==> config.mk <==
export PLATFORM = sky130hd
export DESIGN_NAME = frame_diff_scanner
export DESIGN_NICKNAME = d
export VERILOG_FILES = /design/src/rtl/snake_pkg.sv /design/src/rtl/grid_scan_counter.sv /design/src/rtl/frame_diff_scanner.sv
export SDC_FILE = /design/constraint.sdc
export NUM_CORES = 1
export LEC_CHECK = 0
export CORE_ASPECT_RATIO = 0.6
export CORE_MARGIN = 10
export CORE_UTILIZATION = 30
export CTS_CLUSTER_SIZE = 20
export DETAILED_ROUTE_END_ITERATION = 10
export GPL_TIMING_DRIVEN = 0
export SLEW_MARGIN = 20
export SYNTH_ARGS = -nofsm -noshare
export SYNTH_HDL_FRONTEND = slang
export SYNTH_SLANG_ARGS = --single-unit
==> constraint.sdc <==
create_clock -name clk -period 5.8 [get_ports clk]
set_input_delay 1.74 -clock clk [delete_from_list [all_inputs] [get_ports clk]]
set_output_delay 1.74 -clock clk [all_outputs]
set_load 0.02 [all_outputs]
==> src/rtl/snake_pkg.sv <==
// Shared object codes, scanner state encoding and the flag priority encoder.
package snake_pkg;

    localparam int unsigned CODE_W = 3;

    typedef enum logic [CODE_W-1:0] {
        OBJ_EMPTY  = 3'd0,
        OBJ_BODY   = 3'd1,
        OBJ_HEAD   = 3'd2,
        OBJ_APPLE  = 3'd3,
        OBJ_BORDER = 3'd4
    } obj_code_t;

    // Scanner states kept as plain constants for compatibility with older tools.
    typedef logic [1:0] state_t;
    localparam state_t ST_INIT = 2'd0;
    localparam state_t ST_SCAN = 2'd1;
    localparam state_t ST_WAIT = 2'd2;
    localparam state_t ST_EOF  = 2'd3;

    // Border wins over head, head over body, body over apple.
    function automatic obj_code_t encode_obj(input logic border, input logic head,
                                             input logic body, input logic apple);
        obj_code_t code;
        if (border)     code = OBJ_BORDER;
        else if (head)  code = OBJ_HEAD;
        else if (body)  code = OBJ_BODY;
        else if (apple) code = OBJ_APPLE;
        else            code = OBJ_EMPTY;
        return code;
    endfunction

endpackage

==> src/rtl/grid_scan_counter.sv <==
// Raster x/y position counter for the playfield scan.
module grid_scan_counter #(
    parameter int unsigned GRID_W = 16,
    parameter int unsigned GRID_H = 12,
    parameter int unsigned XW     = $clog2(GRID_W),
    parameter int unsigned YW     = $clog2(GRID_H)
) (
    input  logic          clk,
    input  logic          nrst,
    input  logic          advance,
    input  logic          clear,
    output logic [XW-1:0] x,
    output logic [YW-1:0] y,
    output logic          last_cell
);
    localparam logic [XW-1:0] XMAX = XW'(GRID_W - 1);
    localparam logic [YW-1:0] YMAX = YW'(GRID_H - 1);

    logic [XW-1:0] x_q;
    logic [YW-1:0] y_q;

    // Step one cell in raster order; clear has priority over advance.
    always_ff @(posedge clk or negedge nrst) begin
        if (!nrst) begin
            x_q <= '0;
            y_q <= '0;
        end else if (clear) begin
            x_q <= '0;
            y_q <= '0;
        end else if (advance) begin
            if (x_q == XMAX) begin
                x_q <= '0;
                y_q <= (y_q == YMAX) ? '0 : y_q + YW'(1);
            end else begin
                x_q <= x_q + XW'(1);
            end
        end
    end

    assign x         = x_q;
    assign y         = y_q;
    assign last_cell = (x_q == XMAX) && (y_q == YMAX);

endmodule

==> src/rtl/frame_diff_scanner.sv <==
// Scans the playfield, encodes each cell, and reports changed (or all) cells to the display.
module frame_diff_scanner
    import snake_pkg::*;
#(
    parameter int unsigned GRID_W = 16,
    parameter int unsigned GRID_H = 12,
    parameter int unsigned CODE_W = snake_pkg::CODE_W,
    parameter int unsigned XW     = $clog2(GRID_W),
    parameter int unsigned YW     = $clog2(GRID_H)
) (
    input  logic              clk,
    input  logic              nrst,
    input  logic              snakeBody,
    input  logic              snakeHead,
    input  logic              apple,
    input  logic              border,
    input  logic              mode_pb,
    input  logic              GameOver,
    input  logic              cmd_done,
    output logic [XW-1:0]     x,
    output logic [YW-1:0]     y,
    output logic [CODE_W-1:0] obj_code,
    output logic              diff,
    output logic              init_cycle,
    output logic              en_update,
    output logic              sync_reset,
    output logic              full_mode
);
    localparam int unsigned CELLS = GRID_W * GRID_H;
    localparam int unsigned AW    = $clog2(CELLS);

    state_t state_q, state_d;
    logic   init_q, full_q, mode_req_q, armed_q, sync_q;
    logic   advance, clear, store_we, last_cell, report, restart;

    logic [CODE_W-1:0] store_q [CELLS];
    logic [AW-1:0]     addr;

    grid_scan_counter #(
        .GRID_W (GRID_W),
        .GRID_H (GRID_H),
        .XW     (XW),
        .YW     (YW)
    ) u_counter (
        .clk       (clk),
        .nrst      (nrst),
        .advance   (advance),
        .clear     (clear),
        .x         (x),
        .y         (y),
        .last_cell (last_cell)
    );

    assign obj_code = CODE_W'(encode_obj(border, snakeHead, snakeBody, apple));
    assign addr     = AW'(y) * AW'(GRID_W) + AW'(x);
    assign report   = init_q | full_q | (obj_code != store_q[addr]);

    // In WAIT a restart is only taken together with cmd_done so the display finishes its cell.
    assign restart  = GameOver & armed_q & ((state_q != ST_WAIT) | cmd_done);

    // Next state, counter control and code store write enable.
    always_comb begin
        state_d  = state_q;
        advance  = 1'b0;
        clear    = 1'b0;
        store_we = 1'b0;
        if (restart) begin
            state_d = ST_INIT;
            clear   = 1'b1;
        end else begin
            case (state_q)
                ST_INIT: state_d = ST_SCAN;
                ST_SCAN: begin
                    if (report) begin
                        store_we = 1'b1;
                        state_d  = ST_WAIT;
                    end else if (last_cell) begin
                        state_d = ST_EOF;
                    end else begin
                        advance = 1'b1;
                    end
                end
                ST_WAIT: begin
                    if (cmd_done) begin
                        if (last_cell) begin
                            state_d = ST_EOF;
                        end else begin
                            advance = 1'b1;
                            state_d = ST_SCAN;
                        end
                    end
                end
                ST_EOF: begin
                    clear   = 1'b1;
                    state_d = ST_SCAN;
                end
                default: state_d = ST_INIT;
            endcase
        end
    end

    // FSM state, frame flags and restart arming.
    always_ff @(posedge clk or negedge nrst) begin
        if (!nrst) begin
            state_q    <= ST_INIT;
            init_q     <= 1'b1;
            full_q     <= 1'b0;
            mode_req_q <= 1'b0;
            armed_q    <= 1'b1;
            sync_q     <= 1'b0;
        end else begin
            state_q <= state_d;
            sync_q  <= restart;
            if (restart) begin
                armed_q <= 1'b0;
            end else if (!GameOver) begin
                armed_q <= 1'b1;
            end
            if (restart) begin
                init_q <= 1'b1;
            end else if (state_q == ST_EOF) begin
                init_q <= 1'b0;
            end
            // A pending request (including a press in the EOF cycle itself) is applied at EOF.
            if (!restart && state_q == ST_EOF) begin
                full_q     <= full_q ^ (mode_req_q ^ mode_pb);
                mode_req_q <= 1'b0;
            end else if (mode_pb) begin
                mode_req_q <= ~mode_req_q;
            end
        end
    end

    // Previous-frame code store: bulk clear on restart, one write per reported cell.
    always_ff @(posedge clk or negedge nrst) begin
        if (!nrst) begin
            for (int i = 0; i < int'(CELLS); i++) store_q[i] <= '0;
        end else if (restart) begin
            for (int i = 0; i < int'(CELLS); i++) store_q[i] <= '0;
        end else if (store_we) begin
            store_q[addr] <= obj_code;
        end
    end

    assign diff       = (state_q == ST_WAIT);
    assign en_update  = (state_q == ST_EOF);
    assign init_cycle = init_q;
    assign full_mode  = full_q;
    assign sync_reset = sync_q;

endmodule
---- Word-level counts from Yosys, hierarchy flattened ----
Index checks and enable logic that the tools add are counted.
operators by class
  $add $sub $neg .......................... 3
  magnitude comparators ................... 2
  equal/unequal tests ..................... 10
  muxes and demuxes ....................... 41
  bitwise gates (word level) .............. 9
  reduce and logical (&&, ||, !) cells .... 13
operator list
  operator                                                                 number
  576-bit 2-to-1 mux                                                       2
  576-bit bitwise mux                                                      1
  4-bit 2-to-1 mux                                                         7
  3-bit binary-select mux with 8-bit select                                1
  3-bit demux with 8-bit select                                            1
  2-bit 2-to-1 mux                                                         8
  1-bit 2-to-1 mux                                                         15
  3-bit 2-to-1 mux                                                         4
  2-bit nonzero test                                                       5
  9-bit >= comparator, second input constant                               1
  9-bit by 1-bit < comparator with 1-bit output, second input constant     1
  8-bit NOT with 9-bit output                                              1
  4-bit by 1-bit adder with 4-bit output, second input constant            2
  8-bit by 4-bit adder with 8-bit output                                   1
  4-bit equality test, second input constant                               2
  2-bit case mux with 3 select lines                                       1
  2-bit equality test, second input constant                               2
  4-bit inequality test, second input constant                             1
  2-bit AND reduction                                                      2
  1-bit logical AND                                                        3
  3-bit by 2-bit inequality test with 1-bit output, second input constant  1
  3-bit inequality test                                                    1
  1-bit bitwise OR                                                         3
  1-bit bitwise AND                                                        2
  other kinds (9)                                                          10
storage, ports and cells
  register bits ........................... 591
  output and inout bits ................... 16

---- Longest topological paths before layout ----
Gate-level depths: netlist (run 1).
  depth after elaboration ................. 12
  mapped depth ............................ 16
  gate-level depth less buffers ........... 10

---- Modules after synthesis ----
From an unflattened synthesis (run 1), not the netlist that was laid out.
second synthesis, totals
  cell total of the unflattened synthesis .. 2768
  area total of the unflattened synthesis .. 32636.3 um^2
by module, submodules not included
  module              times used  cells each  area each (um^2)  sequential area each (um^2)
  frame_diff_scanner  1           2725        32212.1           14591.5
  grid_scan_counter   1           43          424.2             200.2

---- Least setup slack after synthesis (run 1) ----
Ideal clock, no wire load.
  kind .................................... input -> register
  from .................................... input port snakeBody
  to ...................................... register store_q[34] (netlist name)
  data arrival time ....................... 4.049 ns
  required time ........................... 5.717 ns
  slack ................................... 1.668 ns
  cell stages on the path ................. 8
  buffers on the path ..................... 1
  cells stage by stage .................... o21ai_1 clkinv_1 xnor2_1 a221oi_4 o31ai_2 buf_2 or4_1 o22ai_1
between the ends
  cells in the longest elaborated chain, start to end .. 9
  elaborated cells on any way between the ends .. 12
ends and longest elaborated chain
  element                        line                       source
  start, declared                frame_diff_scanner.sv:13   input logic snakeBody,
  2-bit 2-to-1 mux               snake_pkg.sv:27            else if (body) code = OBJ_BODY;
  2-bit 2-to-1 mux               snake_pkg.sv:26            else if (head) code = OBJ_HEAD;
  3-bit 2-to-1 mux               snake_pkg.sv:25            if (border) code = OBJ_BORDER;
  net obj_code[0]                frame_diff_scanner.sv:22   output logic [CODE_W-1:0] obj_code,
  3-bit inequality test          frame_diff_scanner.sv:56   assign report = init_q | full_q | (obj_code != store_q[addr]);
  1-bit bitwise OR               frame_diff_scanner.sv:56
  1-bit 2-to-1 mux               frame_diff_scanner.sv:74   if (report) begin
  1-bit 2-to-1 mux               frame_diff_scanner.sv:71   case (state_q)
  1-bit 2-to-1 mux               frame_diff_scanner.sv:67   if (restart) begin
  2-bit nonzero test (no line)   --
  end signal, assigned by index  frame_diff_scanner.sv:141  store_q[addr] <= obj_code;
  end, declared                  frame_diff_scanner.sv:36   logic [CODE_W-1:0] store_q [CELLS];
The timed path passes the listed nets, and every way through them passes these cells. The select of a mux whose other input is x is not followed.
A chain may end at the register's enable or synchronous reset.

---- Worst setup path after layout (run 1) ----
  from .................................... register u_counter.x_q[2] (netlist: u_counter.x[2])
  to ...................................... register store_q[199] (netlist name)
between the ends
  cells in the longest elaborated chain, start to end .. 11
  elaborated cells on any way between the ends .. 19
ends and longest elaborated chain
  element                                               line                                                 source
  start, declared                                       grid_scan_counter.sv:19                              logic [XW-1:0] x_q;
  start signal, assigned                                grid_scan_counter.sv:35                              x_q <= x_q + XW'(1);
  8-bit by 4-bit adder with 8-bit output *              frame_diff_scanner.sv:55                             assign addr = AW'(y) * AW'(GRID_W) + AW'(x);
  8-bit NOT with 9-bit output (not written as such) *   frame_diff_scanner.sv:56, frame_diff_scanner.sv:141
  3-bit binary-select mux with 8-bit select             frame_diff_scanner.sv:56
  3-bit 2-to-1 mux (not written as such) (2 in series)  frame_diff_scanner.sv:56
  3-bit inequality test                                 frame_diff_scanner.sv:56
  1-bit bitwise OR                                      frame_diff_scanner.sv:56
  1-bit 2-to-1 mux                                      frame_diff_scanner.sv:74
  1-bit 2-to-1 mux                                      frame_diff_scanner.sv:71
  1-bit 2-to-1 mux                                      frame_diff_scanner.sv:67
  2-bit nonzero test (no line)                          --
Every way passes the cells marked *; elsewhere a longest branch is shown, timed or not. The select of a mux whose other input is x is not followed.

==> results.sh, run 1 <==
export IMPL_setup_ws_ps=-128
export IMPL_postRouteWirelength_um=116000
export IMPL_crit_required_ps=6260
export IMPL_rr_worst_depth=13
export IMPL_grt_start_max_net_pins=96
export IMPL_synthCells=2734
export IMPL_critical_path_startpoint_type="flop"
export IMPL_first_pass_grt_wire_length_um=167000
export IMPL_timing_final_setup_violations=59
export IMPL_synthDistinctLibCells=72
export IMPL_floorplan_die_width_um=430
export IMPL_drv_cap=0
export IMPL_clock_skew_ps=50.2
export IMPL_timing_slew_headroom=0.111
export IMPL_mostFrequentLayoutCell="nand2_1"
export IMPL_report_power_total_w=0.0103
export IMPL_count_of_routing_violations_after_the_opening_detailed_route_iteration=3957
export IMPL_design_final_nets=2842
export IMPL_synthesis_area_per_instance_um2=11.1
export IMPL_outcome="finished with violations"
export IMPL_critical_path_max_stage_delay_ps=890
export IMPL_synthesis_area_mm2=0.0303
export IMPL_synth_ff_type="dfrtp_1"
export IMPL_grt_overflow_total=0
export IMPL_grt_total_usage=0.196
export IMPL_worstHoldPathType="reg2reg"
export IMPL_cp_max_fo=10
export IMPL_area_delta_synth_final_pct=13.4
export IMPL_clock_path_buffers=3
export IMPL_holdCritStartpoint="full_mode"
export IMPL_worstSkewPairLatency_ps=640
export IMPL_routed_antenna_nets=0
export IMPL_postCtsResizedCells=6
export IMPL_crit_path_cell_trace="clkbuf_1, buf_2, nand3b_1, o221ai_1, a21oi_1, o2bb2ai_1, a2111oi_0, o31a_1, o21ai_4, o31ai_4, buf_2, nor2_1, mux2i_1"
export IMPL_seqCellArea_mm2=0.0148
export IMPL_tritoncts="yes"
export IMPL_synth_async_sr_flop_share=1.00
export IMPL_die_height_um=266
export IMPL_ir_drop_mv=0.233
export IMPL_routed_via_count=24000
export IMPL_fillerInstances=9979
export IMPL_antenna_found_initial=5
export IMPL_dpl_hpwl_um=84000
export IMPL_maximum_frequency_from_static_timing_analysis_mhz=169
export IMPL_final_cell_mix="nand2_1 (643), mux2i_1 (612), dfrtp_1 (589), nor2_1 (185), clkbuf_1 (164)"
export IMPL_yosysTopAreaCell="dfrtp_1"
export IMPL_port_buffers=24
export IMPL_fin_crit_sh=1.02
export IMPL_place_congestion=0.983
export IMPL_cts_reportedPaths_clkPinSlew_ps=70
export IMPL_io_pins=25
export IMPL_timing_critical_path_to_type="flop"
export IMPL_report_final_slew_viol_count=0
export IMPL_failing_checks="design-rule violations, negative setup slack"
export IMPL_num_antenna_cells=0
export IMPL_ys_warnings_count=0
export IMPL_period_needed_ps=5930
export IMPL_powerDensity_mw_per_mm2=299
export IMPL_cp_data_arrival_time_ps=6380
export IMPL_synth_seq_cells=591
export IMPL_core_area_mm2=0.100
export IMPL_worstReg2RegStart="u_counter.x[2]"
export IMPL_hold_buffer_count_at_cts=0
export IMPL_combined_area_of_the_multi_input_logic_cells_mm2=0.0144
export IMPL_crit_reg_reg_endpoint="store_q[199]"
export IMPL_hold_path_end="full_mode"
export IMPL_floorplan_initialDensity=0.302
export IMPL_critical_path_slowest_cell="a2111oi_0"
export IMPL_cts_htree_levels=2
export IMPL_setup_total_negative_slack_ps=-3210
export IMPL_worst_setup_path_type="reg2reg"
export IMPL_tightest_slew_ps=1330
export IMPL_first_global_vias=23000
export IMPL_synth_edff_count=0
export IMPL_setup_reg_to_reg_worst_slack_ps=-130
export IMPL_rsz0062_at_grt="no"
export IMPL_drc=1
export IMPL_number_of_hold_violations_in_the_final_report=0
export IMPL_post_drt_via_cell_ratio=5.71
export IMPL_leakage_nw=13.2
export IMPL_die_area_mm2=0.114
export IMPL_drive_gt1_frac=0.117
export IMPL_std_cell_rows=90
export IMPL_cp_common_cell="buf_2"
export IMPL_routed_wire_length_per_instance_um=27.7
export IMPL_synth_seq_area_share=0.489
export IMPL_tritoncts_sink_count=591
export IMPL_synth_net_count=2755
export IMPL_synthDominantCellAreaShare=0.487
export IMPL_postCtsSetupRepairBufs=0
export IMPL_synth_area_leaders="dfrtp_1 (49%), mux2i_1 (20%), mux4_2 (8.9%), nand2_1 (8.0%), nor2_1 (2.3%)"
export IMPL_clockRootBuffer="clkbuf_16"
export IMPL_hold_depth=1
export IMPL_cts_buffers=52
export IMPL_drt_pass1_iter_count=9
[state kept, by name, summed over array words and instances (netlist names)]
signal,flops
store_q,576
u_counter.x,4
init_cycle,1
u_counter.y,4
state_q,2
mode_req_q,1
full_mode,1
armed_q,1
sync_reset,1
[routing by layer]
metal | track usage | vias to the layer above | wire [um]
li1 | - | 9743 | -
met1 | 0.299 | 12300 | 53000
met2 | 0.232 | 1625 | 40800
met3 | 0.102 | 250 | 19200
met4 | 0.0489 | 4 | 3280
met5 | 0 | - | 70
[final cells by class]
| type | count | area share |
|---|---|---|
| clock inverter | 24 | 0.0101 |
| inverter | 15 | 0.00164 |
| clock buffer | 71 | 0.0441 |
| sequential | 591 | 0.431 |
| multi-input combinational | 1903 | 0.420 |
| tap | 1334 | 0.0486 |
| buffer | 225 | 0.0304 |
| timing repair buffer | 33 | 0.0136 |
[worst max path at each step]
stage	start	slack, ps	to	depth (start not counted)
6_report	u_counter.x[2]	-130	store_q[199]	13
5_1_grt	u_counter.x[3]	6	store_q[29]	14
4_1_cts	border	30	obj_code[0]	5
3_5_place_dp	border	-500	store_q[205]	10
3_3_place_gp	nrst	-24820	store_q[338]	1
2_1_floorplan	snakeBody	1670	store_q[34]	8
[critical path: cells and delay by family (launching register included)]
family,cells,cell delay [ps]
mux,1,160
buf+inv,3,1380
compound gates,7,2860
flops,1,390
simple gates,2,920
[logic make-up (layout without fill, tap and decap cells)]
logic type,count (synthesis),in the layout,synth area share
mux,742,742,0.295
buf+inv,240,368,0.0355
compound gates,162,162,0.0391
xor+xnor,5,5,0.00169
simple gates,982,982,0.135
fa+ha+maj,12,12,0.00496
flops,591,591,0.489
[cells in the mapped netlist, drive strengths merged (2+ instances only)]
cell type and count:
dfrtp 589, nor2 186, nand3 53, mux2i 613, a22oi 13, clkbuf 163, o211ai 6, dfstp 2
a211oi 7, nand4 3, nand2 643, a22o 3, mux2 9, o221ai 7, and2 5, inv 13
a32oi 2, a221oi 8, nand2b 5, nor4 4, mux4 120, ha 12, nor2b 9, o31ai 7
or4 16, a31oi 5, clkinv 2, o311ai 4, buf 62, a21o 2, o22ai 32, nor3 38
o21ai 24, a21oi 22, or3 17, o21a 2, a2111oi 3, o41ai 2, xnor2 4
[per-stage QoR]
step	worst slack, ps	cells	hold WS (ps)	instance area [um^2]	util
after detailed placement	-499	4101	489	32400	0.323
after floorplan	1670	2734	460	30300	-
final	-128	4196	501	34300	0.342
after CTS	32.8	4196	503	34300	0.342
after global routing	6.31	4196	535	34300	0.342
after global placement	-24820	4092	469	32200	0.321
[where the power goes]
group | switching (W) | internal [W]
clock network | 0.00177 | 0.00219
logic | 0.00158 | 0.000541
registers | 0.0000317 | 0.00415
total | 0.00338 | 0.00689
Note: power is estimated with default switching activity, not from simulation.
==> inputs of run 2 (changes only) <==
==> constraint.sdc (replaced) <==
create_clock -name clk -period 5.8 [get_ports clk]
set_input_delay 1.74 -clock clk [delete_from_list [all_inputs] [get_ports clk]]
set_output_delay 1.74 -clock clk [all_outputs]
set_load 0.01 [all_outputs]
==> run 2 against run 1 <==
Effect of this change:
- the run still ends with design-rule violations, negative setup slack left
- global-route usage unchanged
- final cell count unchanged
- sequential power barely moved
- sequential share of layout area about the same
- worst setup slack improved by 18 ps
- die area unchanged
- clock power about the same
- fmax is 0.30% higher
- flip-flop and latch count is the same
- routed wire length is essentially flat
- non-clock buffer count stayed put
- largest cell class unchanged
- largest power group unchanged
- highest routed layer unchanged
==> results.sh, run 2 (synthesis gave the netlist of run 1 again) <==
export IMPL_largest_reg_flops=576
export IMPL_leakage_nw=13.2
export IMPL_port_buffers=24
export IMPL_tritoncts_sink_count=591
export IMPL_worstHoldPathType="reg2reg"
export IMPL_drv_cap=0
export IMPL_report_final_slew_viol_count=0
export IMPL_grt_total_usage=0.196
export IMPL_dpl_hpwl_um=84000
export IMPL_first_global_vias=23000
export IMPL_die_area_mm2=0.114
export IMPL_cts_reportedPaths_clkPinSlew_ps=70
export IMPL_holdWs_ps=501
export IMPL_mostFrequentLayoutCell="nand2_1"
export IMPL_cts_htree_levels=2
export IMPL_crit_required_ps=6260
export IMPL_route_layer_met1_wl_um=53000
export IMPL_postRouteWirelength_um=116000
export IMPL_maximum_frequency_from_static_timing_analysis_mhz=169
export IMPL_number_of_hold_violations_in_the_final_report=0
export IMPL_pre_cts_ws_ps=-499
export IMPL_power_combinational_fraction=0.205
export IMPL_cp_data_arrival_time_ps=6370
export IMPL_die_height_um=266
export IMPL_post_drt_via_cell_ratio=5.72
export IMPL_std_cell_rows=90
export IMPL_grt_overflow_total=0
export IMPL_setup_ws_ps=-111
export IMPL_floorplan_die_width_um=430
export IMPL_floorplan_initialDensity=0.302
export IMPL_period_needed_ps=5910
export IMPL_worstSkewPairLatency_ps=640
export IMPL_timing_critical_path_to_type="flop"
export IMPL_fin_crit_sh=1.02
export IMPL_detailroute_wirelength_met2_um=40900
export IMPL_seq_power_share=0.408
export IMPL_netSwitchingFraction=0.328
export IMPL_stdcell_area_mm2=0.0343
export IMPL_area_delta_synth_final_pct=13.3
export IMPL_drive_gt1_frac=0.117
export IMPL_critical_path_startpoint_type="flop"
export IMPL_tightest_slew_ps=1320
export IMPL_timing_slew_headroom=0.118
export IMPL_fillerInstances=9979
export IMPL_cp_max_fo=10
export IMPL_critical_path_max_stage_delay_ps=890
export IMPL_num_antenna_cells=0
export IMPL_clock_skew_ps=49.0
export IMPL_antenna_found_initial=5
export IMPL_drt_pass1_iter_count=11
export IMPL_cts_buffers=52
export IMPL_worst_setup_path_type="reg2reg"
export IMPL_routed_wire_length_per_instance_um=27.7
export IMPL_postCtsSetupRepairBufs=0
export IMPL_grt_start_max_net_pins=96
export IMPL_crit_path_cell_trace="clkbuf_1, buf_2, nand3b_1, o221ai_1, a21oi_1, o2bb2ai_1, a2111oi_0, o31a_1, o21ai_4, o31ai_4, buf_2, nor2_1, mux2i_1"
export IMPL_clock_path_buffers=3
export IMPL_routed_wl_met3_um=19200
export IMPL_core_area_mm2=0.100
export IMPL_io_pins=25
export IMPL_design_final_nets=2842
export IMPL_cp_common_cell="buf_2"
export IMPL_place_congestion=0.983
export IMPL_timing_final_setup_violations=39
export IMPL_first_pass_grt_wire_length_um=167000
export IMPL_critical_path_slowest_cell="a2111oi_0"
export IMPL_final_cell_mix="nand2_1 (643), mux2i_1 (612), dfrtp_1 (589), nor2_1 (185), clkbuf_1 (164)"
export IMPL_ir_drop_mv=0.232
export IMPL_drc=1
export IMPL_switching_power_w=0.00336
export IMPL_powerDensity_mw_per_mm2=299
export IMPL_critPathBufInv=3
export IMPL_tritoncts="yes"
export IMPL_postPlaceCellArea_mm2=0.0324
export IMPL_critPathTopFamily="compound AO/OA/AOI/OAI gates"
export IMPL_finalCoreUtilization=0.342
export IMPL_rsz0062_at_grt="no"
export IMPL_internal_power_w=0.00689
export IMPL_p_clk_frac=0.386
export IMPL_register_name_with_the_most_flops="store_q"
export IMPL_outcome="finished with violations"
export IMPL_failing_checks="design-rule violations, negative setup slack"
export IMPL_routed_via_count=24000
export IMPL_clockRootBuffer="clkbuf_16"
export IMPL_routed_antenna_nets=0
export IMPL_count_of_routing_violations_after_the_opening_detailed_route_iteration=3957
export IMPL_highest_metal_used="met5"
-- run 2: final timing paths --
check | from | endpoint | slack (ps) | depth (start not counted)
setup reg to reg | u_counter.x[2] | store_q[199] | -110 | 13
setup / recovery | u_counter.x[2] | store_q[199] | -110 | 13
hold / removal | full_mode | full_mode | 500 | 1
hold reg to reg | full_mode | full_mode | 500 | 1
max in group asynchronous | nrst | store_q[406] | 3170 | 4
min in group asynchronous | nrst | store_q[56] | 970 | 1
-- run 2: timing repair --
item | 4_1_cts | 5_1_grt
endpoints found under the setup margin | 61 | 378
gates cloned | 0 | 0
gates resized for setup | 5 | 5
hold buffers | 0 | 0
pin swaps | 0 | 0
-- run 2: power by group through the flow --
stage	sequential [W]	combinational, W	clock (W)
2_1_floorplan	0.00426	0.00110	0
6_report	0.00419	0.00210	0.00396
5_1_grt	0.00419	0.00215	0.00415
3_5_place_dp	0.00427	0.00200	0
3_3_place_gp	0.00428	0.00198	0
4_1_cts	0.00419	0.00201	0.00396
-- run 2: worst reg2reg max path: cells and delay by family (launching register included) --
kind                   cells  cell delay, ps
AOI/OAI and AO/OA          7            2860
buffers and inverters      3            1380
and+or+nand+nor            2             920
DFF                        1             390
muxes                      1             170
-- run 2: cell type report --
class / instances / area, um^2 / share of cell area
Timing Repair Buffer: 33 / 468 / 0.0136
Tap cell: 1334 / 1670 / 0.0486
Buffer: 225 / 1040 / 0.0304
Inverter: 15 / 56.3 / 0.00164
Multi-Input combinational cell: 1903 / 14400 / 0.420
Clock buffer: 71 / 1520 / 0.0442
Clock inverter: 24 / 347 / 0.0101
Sequential cell: 591 / 14800 / 0.431
-- run 2: routing by layer --
metal  up-vias  track usage
li1       9744            -
met5         -            0
met3       240        0.102
met1     12400        0.299
met2      1623        0.232
met4         2       0.0489
-- run 2: per-stage QoR --
step	instances	setup TNS, ps	total power (W)
after floorplan	2734	0	0.00536
after global placement	4092	-	0.00625
after detailed placement	4101	-87140	0.00627
after CTS	4196	0	0.0102
after global routing	4196	0	0.0105
final	4196	-2400	0.0102
